### config.mk
export PLATFORM = sky130hd
export DESIGN_NAME = cond_flag_unit
export DESIGN_NICKNAME = d
export VERILOG_FILES = /design/src/rtl/cond_flag_unit.sv
export SDC_FILE = /design/constraint.sdc
export NUM_CORES = 1
export LEC_CHECK = 0
export BUFFER_PORTS_ARGS = -buffer_cell sky130_fd_sc_hd__buf_2
export CAP_MARGIN = 30
export CORE_ASPECT_RATIO = 0.7
export CORE_MARGIN = 4
export CORE_UTILIZATION = 40
export DETAILED_ROUTE_END_ITERATION = 10
export PLACE_DENSITY = 0.73
export REMOVE_ABC_BUFFERS = 1
export SLEW_MARGIN = 15
export SYNTH_ARGS = -nofsm -noshare
export SYNTH_HDL_FRONTEND = slang
export SYNTH_SLANG_ARGS = --single-unit
### constraint.sdc
create_clock -name clk -period 2.1 [get_ports clk]
set_input_delay 0.42 -clock clk [delete_from_list [all_inputs] [get_ports clk]]
set_output_delay 0.42 -clock clk [all_outputs]
set_load 0.02 [all_outputs]
### src/rtl/cond_flag_unit.sv
// Condition-code unit: holds the architectural NZCV register, evaluates ID-stage conditions, stalls on flag hazards.
// Build option: define COND_FLAG_FWD_EN to forward EX flags into the evaluation instead of stalling.
module cond_flag_unit (
    input  logic        clk,
    input  logic        reset,
    input  logic [3:0]  alu_flags,
    input  logic        s_bit,
    input  logic [3:0]  cond,
    input  logic        cond_valid,
    output logic        cond_true,
    output logic        stall,
    output logic [3:0]  flags_q,
    output logic        carry_out,
    output logic [15:0] fail_cnt
);

    typedef enum logic {
        IDLE = 1'b0,
        HOLD = 1'b1
    } state_t;

    localparam logic [3:0] COND_AL = 4'b1110;

    state_t      state;
    state_t      state_next;
    logic        hazard;
    logic [3:0]  eff_flags;
    logic        cond_pass;
    logic        fail_evt;

    function automatic logic eval_cond(input logic [3:0] code, input logic [3:0] f);
        logic n, z, c, v;
        logic r;
        {n, z, c, v} = f;
        case (code)
            4'b0000: r = z;
            4'b0001: r = !z;
            4'b0010: r = c;
            4'b0011: r = !c;
            4'b0100: r = n;
            4'b0101: r = !n;
            4'b0110: r = v;
            4'b0111: r = !v;
            4'b1000: r = c & !z;
            4'b1001: r = !c | z;
            4'b1010: r = (n == v);
            4'b1011: r = (n != v);
            4'b1100: r = !z & (n == v);
            4'b1101: r = z | (n != v);
            4'b1110: r = 1'b1;
            default: r = 1'b0;
        endcase
        return r;
    endfunction

    // Forwarding resolves the hazard in place, so HOLD is never entered.
    always_comb begin
`ifdef COND_FLAG_FWD_EN
        eff_flags = (state == IDLE && s_bit) ? alu_flags : flags_q;
        hazard    = 1'b0;
`else
        eff_flags = flags_q;
        hazard    = (state == IDLE) && cond_valid && s_bit && (cond != COND_AL);
`endif
    end

    assign cond_pass = eval_cond(cond, eff_flags);

    // NOTE: every signal driven here gets a default first, so no path leaves one unassigned and infers a latch.
    always_comb begin
        state_next = state;
        stall      = 1'b0;
        case (state)
            IDLE: begin
                if (hazard) begin
                    stall      = 1'b1;
                    state_next = HOLD;
                end
            end
            HOLD: state_next = IDLE;
            default: state_next = IDLE;
        endcase
        if (reset) begin
            stall = 1'b0;
        end
        cond_true = cond_valid && !stall && !reset && cond_pass;
        fail_evt  = cond_valid && !stall && !cond_true;
    end

    // NOTE: state is updated with non-blocking assignments so every register samples pre-edge values.
    always_ff @(posedge clk) begin
        if (reset) begin
            state    <= IDLE;
            flags_q  <= 4'b0000;
            fail_cnt <= 16'h0000;
        end else begin
            state <= state_next;
            if (s_bit) begin
                flags_q <= alu_flags;
            end
            if (fail_evt && fail_cnt != 16'hFFFF) begin
                fail_cnt <= fail_cnt + 16'd1;
            end
        end
    end

    assign carry_out = flags_q[1];

endmodule
==> summary.md <==
| Metric | Value |
|---|---|
| Status | complete, but fails checks |
| Failing checks | negative setup slack |
| Pre-antenna DRT Iters | 4 |
| Detailed Place HPWL | 2.67 mm |
| Grt ovf | 0 |
| TritonCTS clock tree | done |
| Residual DRC | 0 |
| Final hold vios | 0 |
| RSZ-0062 raised after global routing | yes |
| Fin crit share | 102% |
| Root buffer selected by CTS | clkbuf_8 |
| # setup viols final | 2 |
| GR peak layer | met2 |
| Number of CTS-inserted buffers | 3 |
| Vias in the first global route | 1189 |
| GPL Wtd Cong | 0.867 |
| Fraction of registers with async set/reset | 0% |
| IO buf count | 34 |
| Critical Path RT | 1680 ps |
| Core box area | 3230 µm² |
| Total of max-cap violations | 0 |
| Routed via count | 1362 |
| Post-DP Area | 1800 µm² |
| Global Route met3 Usage | 3.47% |
| Overall routing resource usage | 15.7% |
| Core Util, Final | 61.2% |
| Final Power | 887 µW |
| WHS | 397 ps |
| Tightest Pin Transition | between 200 and 300 ps |
| Fin nets | 234 |
| Site row count | 17 |
| Synthesized cell area | 1380 µm² |
| Met1 GRT Util | 23.2% |
| Clock Pin Slew Worst Setup and Hold Paths | around 70 ps |
| H-Tree Depth | 1 |
| Die Ht | between 50 and 60 µm |
| Clock Sink Count | 21 |
| Area grow syn2layout | 43.2% |
| Avg WL per Cell | between 10 and 15 µm |
| Clock latency on the worst-skew pair | 260 ps |
| Seq/Total Area, Yosys | 30.4% |
| Worst Path Max Fanout | 5 |
| DIE AREA | 4470 µm² |
| Yosys Warn Count | 0 |
| ANT nets after route | 0 |
| Crit path arrival time | ~1700 ps |
| Ratio of cells with drive above 1 in the final layout | a little under half |
| LEAKAGE | 0.862 nW |
| Pwr Density | 449 nW/µm² |
| Syn Inst Count | roughly 160 |
| Worst Skew | between 10 and 15 ps |
| Max Fclk | 467 MHz |
| Syn avg cell area | about 8.9 µm² |
| M2 GR Usage | 23.5% |
| Crit path from | flags_q[0]$_SDFFE_PP0P_ |
| DIE WIDTH | 78.2 µm |
| Setup ws final | -39.7 ps |
| First-pass GRT wire length | approximately 5.7 mm |
| Largest net degree at the start of global routing | 27 |
| Crit Reg-Reg Startpoint | flags_q[3]$_SDFFE_PP0P_ |
| Iter 0 DRT Violations | 88 |
| Initial Util | 42.7% |
| Initial antenna violation count | 0 |
| Crit path capture type | output pin |
| ANT cells | 0 |
| Worst min path class | input pin to register |
| HP Start | alu_flags[3] |
| Final Critical Period | about 2100 ps |
| Flops & latches, synth | 21 |
| CTS max path bufs | 2 |
| VDD IR max | ~0.40 mV |
| Vias/cell | a little over 5 |
| Final WL | 3.47 mm |
| Slew HR | between 80% and 90% |
| Post-synth EDFFs | 0 |
| Crit path kind | register to output pin |
| I/O pins | 35 |
| Design area | 1980 µm² |
| Synth Flop Type | dfxtp_1 |
| Distinct cell type count after synthesis | 51 |
| Critical Path Start Type | register |
| Slew Viols, Final | 0 |
[through the flow]
stage	TNS, ps	std cells	setup slack (ps)
floorplan	-2710	143	-401
global placement	-1980	262	-162
detailed placement	-2510	262	-215
CTS	-22.7	267	-22.7
global route	-436	267	-118
finish	-79.2	267	-39.7
[worst paths after layout]
path / slack [ps] / cells past startpoint / end
setup / recovery: -40 / 6 / cond_true
hold / removal: 400 / 3 / flags_q[3]$_SDFFE_PP0P_
setup reg to reg: -10 / 9 / fail_cnt[14]$_SDFFE_PP0P_
hold reg to reg: 540 / 2 / fail_cnt[9]$_SDFFE_PP0P_
[logic make-up (layout without fill, tap and decap cells)]
group                    after synthesis  count (layout)  share of synthesized area [%]
XOR/XNOR                               9               9                           5.71
multiplexers                          11              11                           8.51
adder cells (fa/ha/maj)                1               1                          0.906
AO/OA/AOI/OAI                         16              16                           8.88
buffers and inverters                 12              77                           6.61
flip-flops                            21              21                           30.4
AND/OR/NAND/NOR                       85              85                           39.0
[placed cells by master (no fill, tap or decap), types with 2 or more instances in the layout]
| cell type | instances |
|---|---|
| nand4_1 | 5 |
| mux2_4 | 2 |
| nand4b_1 | 2 |
| o21ai_1 | 2 |
| mux2i_1 | 7 |
| nand3_2 | 2 |
| nor2_1 | 21 |
| nor4_4 | 3 |
| clkbuf_8 | 3 |
| dfxtp_1 | 19 |
| nand3_1 | 6 |
| nor4_2 | 2 |
| nor3_1 | 2 |
| buf_6 | 5 |
| buf_2 | 32 |
| xnor2_1 | 7 |
| nor3b_1 | 2 |
| or4_1 | 2 |
| buf_4 | 35 |
| dfxtp_4 | 2 |
| nor2b_1 | 10 |
| nand2_1 | 8 |
| and3_1 | 4 |
| a21oi_1 | 3 |
[state kept, by name, indices dropped and copies added, names as in the netlist]
name,cells
flags_q,4
fail_cnt,16
state,1
[cell type report]
cell class,instances,area (µm²)
multi-input cells,122,952
well taps,47,58.8
repair buffers,73,494
flip-flops and latches,21,428
clock buffers,4,45.0
fillers,290,1250
[what timing repair did]
item / in CTS / in global routing
endpoints found under the setup margin: 13 / 14
pin swaps: 8 / 11
hold buffers: 0 / 0
buffers inserted: 1 / 0
cloned: 0 / 0
resized for setup: 14 / 14
[synth_stat cells, drive strengths merged (4+ instances only)]
| cell | number | area share, % |
|---|---|---|
| nor4 | 6 | 5.0 |
| nor2 | 22 | 6.2 |
| dfxtp | 21 | 30 |
| xnor2 | 8 | 5.1 |
| nor2b | 11 | 5.0 |
| nand2 | 8 | 2.2 |
| buf | 11 | 6.3 |
| mux2i | 8 | 6.1 |
| nor3 | 4 | 2.3 |
| and3 | 4 | 1.8 |
| nand4 | 5 | 2.3 |
| nand3 | 8 | 2.9 |
[routing by layer]
| metal | vias to the layer above | share of wire [%] |
|---|---|---|
| li1 | 689 | - |
| met1 | 619 | 49 |
| met2 | 50 | 44 |
| met3 | 4 | 6.9 |
| met4 | 0 | 0.63 |
| met5 | - | 0 |
[power by group]
| group | internal (mW) | switching [mW] | leakage [nW] |
|---|---|---|---|
| registers | 0.407 | 0.00867 | 0.172 |
| clock network | 0.135 | 0.127 | 0.0228 |
| logic | 0.103 | 0.106 | 0.668 |
[critical path, cell delays in order (launching register included)]
cell and delay (ps):
dfxtp_4 360, buf_6 130, or4b_4 480, nand3_2 80
nand4_1 130, o211ai_4 140, buf_6 150
No activity file was read; power rests on OpenSTA's default activity.
